<file path="config.mk">
export PLATFORM = sky130hd
export DESIGN_NAME = seq_restoring_divider
export DESIGN_NICKNAME = d
export VERILOG_FILES = /design/src/rtl/seq_restoring_divider_pkg.sv /design/src/rtl/ripple_borrow_subtractor.sv /design/src/rtl/seq_restoring_divider.sv
export SDC_FILE = /design/constraint.sdc
export NUM_CORES = 1
export LEC_CHECK = 0
export CAP_MARGIN = 20
export CORE_MARGIN = 2
export CORE_UTILIZATION = 51
export CTS_CLUSTER_DIAMETER = 50
export DETAILED_ROUTE_END_ITERATION = 16
export GPL_TIMING_DRIVEN = 0
export PLACE_DENSITY_LB_ADDON = 0.15
export SKIP_CTS_REPAIR_TIMING = 1
export SLEW_MARGIN = 20
export SYNTH_ARGS = -nofsm -noshare
export SYNTH_HDL_FRONTEND = slang
export SYNTH_SLANG_ARGS = --single-unit
</file>
<file path="constraint.sdc">
create_clock -name clk -period 3.4 [get_ports clk]
set_input_delay 0.85 -clock clk [delete_from_list [all_inputs] [get_ports clk]]
set_output_delay 0.85 -clock clk [all_outputs]
set_load 0.05 [all_outputs]
</file>
<file path="src/rtl/seq_restoring_divider_pkg.sv">
// Shared definitions for the sequential restoring divider: FSM state
// encoding, default operand width and the iteration-counter width helper.
package seq_restoring_divider_pkg;

  localparam int DEFAULT_WIDTH = 4;

  typedef enum logic [1:0] {
    IDLE = 2'd0,
    CALC = 2'd1,
    DONE = 2'd2
  } state_e;

  // Counter must hold WIDTH-1; keep at least one bit so WIDTH=1 still builds.
  function automatic int cnt_width(input int w);
    return (w > 1) ? $clog2(w) : 1;
  endfunction

endpackage

</file>
<file path="src/rtl/ripple_borrow_subtractor.sv">
// N-bit ripple-borrow subtractor built from full-subtractor cells.
// difference = minuend_i - subtrahend_i (mod 2^N); borrow_out is set when
// the subtrahend is larger than the minuend.
module ripple_borrow_subtractor #(
  parameter int N = 5
) (
  input  logic [N-1:0] minuend_i,
  input  logic [N-1:0] subtrahend_i,
  output logic [N-1:0] difference,
  output logic         borrow_out
);

  logic [N:0] borrow;

  assign borrow[0] = 1'b0;

  for (genvar i = 0; i < N; i++) begin : g_cell
    assign difference[i] = minuend_i[i] ^ subtrahend_i[i] ^ borrow[i];
    assign borrow[i+1]   = (~minuend_i[i] & subtrahend_i[i]) |
                           (~(minuend_i[i] ^ subtrahend_i[i]) & borrow[i]);
  end

  assign borrow_out = borrow[N];

endmodule

</file>
<file path="src/rtl/seq_restoring_divider.sv">
// Sequential unsigned restoring divider, one quotient bit per clock, MSB
// first. A zero divisor short-cuts to DONE with Q=all-ones, R=A and the
// div_by_zero flag. Results are registered and held until the next division
// completes.
//
//   state | meaning
//   IDLE  | waiting for start; operands latched on acceptance
//   CALC  | one restoring step per cycle, WIDTH cycles
//   DONE  | done pulse for one cycle, then back to IDLE
module seq_restoring_divider
  import seq_restoring_divider_pkg::*;
#(
  parameter int WIDTH = DEFAULT_WIDTH
) (
  input  logic             clk,
  input  logic             rst,
  input  logic             start,
  input  logic [WIDTH-1:0] A,
  input  logic [WIDTH-1:0] B,
  output logic [WIDTH-1:0] Q,
  output logic [WIDTH-1:0] R,
  output logic             busy,
  output logic             done,
  output logic             div_by_zero
);

  localparam int CW = cnt_width(WIDTH);

  state_e           state_q;
  logic [WIDTH-1:0] a_q;
  logic [WIDTH-1:0] b_q;
  logic [WIDTH-1:0] rem_q;
  logic [WIDTH-1:0] quo_q;
  logic [WIDTH-1:0] q_q;
  logic [WIDTH-1:0] r_q;
  logic [CW-1:0]    cnt_q;
  logic             busy_q;
  logic             done_q;
  logic             dbz_q;

  logic [WIDTH:0]   shifted;
  logic [WIDTH:0]   diff;
  logic             borrow;
  logic             keep_diff;
  logic [WIDTH-1:0] rem_d;
  logic [WIDTH-1:0] quo_d;

  // Partial remainder shifted left with the next dividend bit appended.
  assign shifted = {rem_q, a_q[WIDTH-1]};

  ripple_borrow_subtractor #(
    .N(WIDTH + 1)
  ) u_trial_sub (
    .minuend_i    (shifted),
    .subtrahend_i ({1'b0, b_q}),
    .difference   (diff),
    .borrow_out   (borrow)
  );

  // Restoring decision: keep the difference only when it is non-negative and
  // fits the remainder width (the latter always holds when there is no borrow).
  always_comb begin
    keep_diff = ~borrow & ~diff[WIDTH];
    rem_d     = keep_diff ? diff[WIDTH-1:0] : shifted[WIDTH-1:0];
    quo_d     = (quo_q << 1) | WIDTH'(keep_diff);
  end

  // Control FSM with iteration counter and registered result outputs.
  always_ff @(posedge clk) begin
    if (rst) begin
      state_q <= IDLE;
      a_q     <= '0;
      b_q     <= '0;
      rem_q   <= '0;
      quo_q   <= '0;
      q_q     <= '0;
      r_q     <= '0;
      cnt_q   <= '0;
      busy_q  <= 1'b0;
      done_q  <= 1'b0;
      dbz_q   <= 1'b0;
    end else begin
      done_q <= 1'b0;
      case (state_q)
        IDLE: begin
          if (start) begin
            a_q   <= A;
            b_q   <= B;
            rem_q <= '0;
            quo_q <= '0;
            cnt_q <= CW'(WIDTH - 1);
            if (B == '0) begin
              state_q <= DONE;
              q_q     <= '1;
              r_q     <= A;
              dbz_q   <= 1'b1;
              done_q  <= 1'b1;
            end else begin
              state_q <= CALC;
              busy_q  <= 1'b1;
            end
          end
        end
        CALC: begin
          rem_q <= rem_d;
          quo_q <= quo_d;
          a_q   <= a_q << 1;
          cnt_q <= cnt_q - CW'(1);
          if (cnt_q == '0) begin
            state_q <= DONE;
            busy_q  <= 1'b0;
            done_q  <= 1'b1;
            q_q     <= quo_d;
            r_q     <= rem_d;
            dbz_q   <= 1'b0;
          end
        end
        DONE: begin
          state_q <= IDLE;
        end
        default: begin
          state_q <= IDLE;
        end
      endcase
    end
  end

  assign Q           = q_q;
  assign R           = r_q;
  assign busy        = busy_q;
  assign done        = done_q;
  assign div_by_zero = dbz_q;

endmodule

</file>
==> results.json <==
{
  "die_w_um": 55.33,
  "cts.sinks": 30,
  "layout.nets": 195,
  "relSlewSlack_pct": 55.18,
  "finalSetupViolations": 0,
  "root_buffer": "clkbuf_4",
  "period_share_pct": 83.41,
  "drt_wl_total_um": 2933,
  "post-place-ws_ns": 0.5833,
  "worst_slew_pin_slew_ns": 0.6694,
  "ys_seq_area_share_pct": 44.69,
  "port_buffers": 20,
  "synth_edf_count": 0,
  "yosysMostFrequentCell": "dfxtp_1",
  "synth-main-ff-cell": "dfxtp_1",
  "r2r_cells": 11,
  "cts_tree": "built",
  "multi_input_area_um2": 676.9,
  "fin_worst_skew_ns": 0.004152,
  "use_met2_pct": 32.31,
  "r2r_start": "a_q[3]",
  "period_needed_ns": 2.836,
  "cp.arrival_ns": 3.04,
  "rows": 18,
  "dr.pass1.iters": 4,
  "finalHoldViolCount": 0,
  "overflow": 0,
  "nFillCells": 228,
  "worstReg2RegEnd": "R[1]",
  "whs_endpoint": "b_q[1]",
  "dpl.hpwl_um": 2179,
  "cts-buffers-inserted": 5,
  "synth_nets": 168,
  "met3_usage_pct": 9.133,
  "ys_top_cells_by_count": "dfxtp_1 (30), nand2_1 (25), a21oi_1 (19)",
  "yosys-top-cells-area": "dfxtp_1 (45%), a21oi_1 (7.1%), nand2_1 (7.0%), fa_1 (4.5%), nor2_1 (3.9%)",
  "htreeDepth": 2,
  "crit_start": "a_q[3]",
  "ys_types": 29,
  "max_freq_mhz": 352.6,
  "post-synth-top-area-fraction_pct": 44.69,
  "ys_ff_latch": 30,
  "n_antenna_cell": 0,
  "grt_max_degree": 11,
  "vias": 1159,
  "reg2reg_slack_ns": 0.56,
  "grt_pass1_wl_um": 4981,
  "fp.dieArea_um2": 3061,
  "synth_area_um2": 1344,
  "ys_async_sr_fraction_pct": 0,
  "dr.first_iter.drc_count": 34,
  "syn_inst": 152,
  "syn_to_final_growth_pct": 23.56,
  "hold_depth": 2,
  "synth_top_area_cell": "dfxtp_1",
  "path_class": "reg2reg",
  "slew_violations": 0,
  "postRouteAntennaNets": 0,
  "p_leak_nw": 0.6181,
  "vias_per_cell": 5.519,
  "start_kind": "register",
  "peakVddDrop_mv": 0.4453,
  "coreArea_um2": 2477,
  "powerDensity_nw_per_um2": 547.2,
  "grt_pass1_vias": 1092,
  "drv_cap": 0,
  "wire_per_inst_um": 13.97,
  "crit_path_max_fanout": 9,
  "yosysWarnings": 0,
  "antenna_found_initial": 0,
  "track_usage_pct": 21.38,
  "max-clock-path-buffers": 2,
  "drc_errors": 0,
  "rsz0062_at_grt": "no",
  "use_met1_pct": 25.74,
  "synth_area_per_cell_um2": 8.841,
  "gp_congestion": 0.8153,
  "finalSetupTns_ns": 0,
  "crit_required_ns": 3.61,
  "ios": 22,
  "status": "complete, no violations",
  "die_h_um": 55.33,
  "min_from": "b_q[1]",
  "clk_latency_ns": 0.33,
  "grt-busiest-layer": "met2",
  "start_util_pct": 54.24,
  "clk_pin_slew_worst_paths_ns": 0.09,
  "drive_gt1_share_pct": 13.89,
  "seq_area_um2": 600.6,
  "critPathCaptureType": "register",
  "worst_hold_path_type": "reg2reg",
  "fin_ws_ns": 0.5641
}
per-layer routing:
metal  vias to the layer above  wire (µm)
li1                        569          -
met1                       533       1253
met2                        49       1363
met3                         8        255
met4                         0         61
met5                         -          0
state kept, by name (all words and copies together) (netlist names):
name and count:
div_by_zero 1, done 1, R 4, a_q 4, rem_q 4, busy 1, quo_q 3, cnt_q 2
state_q 2, Q 4, b_q 4
how the worst max path moves through the flow:
stage	end	slack (ns)	cells after the start
3_3_place_gp	R[1]	0.69	11
6_report	R[1]	0.56	11
4_1_cts	R[1]	0.56	11
3_5_place_dp	R[1]	0.58	11
2_1_floorplan	R[1]	0.89	11
5_1_grt	R[1]	0.41	11
through the flow:
stage                     hold slack, ns   power, W  util [%]  cell area (µm²)  std cells
after floorplan                   0.4363  0.0005808         -             1344        152
after global placement            0.4449  0.0006430     63.84             1582        202
after detailed placement          0.4576  0.0006526     63.84             1582        202
after CTS                         0.4704  0.0009167     67.02             1660        210
after global routing              0.4969  0.0009577     67.02             1660        210
final                             0.4701  0.0009086     67.02             1660        210
worst max-delay path, cell delays in order (launching register included):
cell	delay [ns]
dfxtp_1	0.37
inv_1	0.06
ha_1	0.19
inv_1	0.08
fa_1	0.16
inv_1	0.05
fa_1	0.37
fa_1	0.42
xnor2_2	0.40
mux2_2	0.39
nand2_1	0.13
a311oi_1	0.10
layout make-up:
| class | instances | area share, % |
|---|---|---|
| plain buffers | 7 | 2.185 |
| well taps | 30 | 2.261 |
| clock buffers | 8 | 4.748 |
| flip-flops and latches | 30 | 36.17 |
| repair buffers | 20 | 12.06 |
| inverters | 8 | 1.809 |
| multi-input cells | 107 | 40.77 |
layout by cell type (no fill, tap or decap):
cell	synthesis	layout
dfxtp_1	30	30
nand2_1	25	25
clkdlybuf4s50_1	0	20
a21oi_1	19	19
nor2_1	14	14
inv_1	8	8
nand2b_1	6	6
a311oi_1	5	5
clkbuf_4	0	5
nor2b_1	4	4
clkbuf_1	4	4
nand3_1	4	4
nor2_2	4	4
nor3_2	4	4
o211ai_1	3	3
fa_1	3	3
clkbuf_8	0	3
buf_2	2	2
a22oi_1	2	2
a2bb2oi_1	2	2
ha_1	2	2
or4_4	1	1
or3b_2	1	1
nand3b_1	1	1
o21ai_4	1	1
buf_6	1	1
xnor2_2	1	1
nor3b_2	1	1
xnor2_1	1	1
o21ai_0	1	1
mux2_2	1	1
nor4_1	1	1
kinds of logic (layout without fill, tap and decap cells):
group | after synthesis | count (layout) | synth area share, %
xor+xnor | 2 | 2 | 1.863
simple gates | 66 | 66 | 25.33
compound gates | 33 | 33 | 16.01
buf+inv | 15 | 43 | 4.935
mux | 1 | 1 | 0.8379
flops | 30 | 30 | 44.69
fa+ha+maj | 5 | 5 | 6.331
power breakdown:
part / total [W] / internal [W] / switching (W)
clock network: 0.000264 / 0.000141 / 0.000122
registers: 0.000403 / 0.000382 / 0.0000203
logic: 0.000242 / 0.0000940 / 0.000148
(Power assumes the default switching activity.)
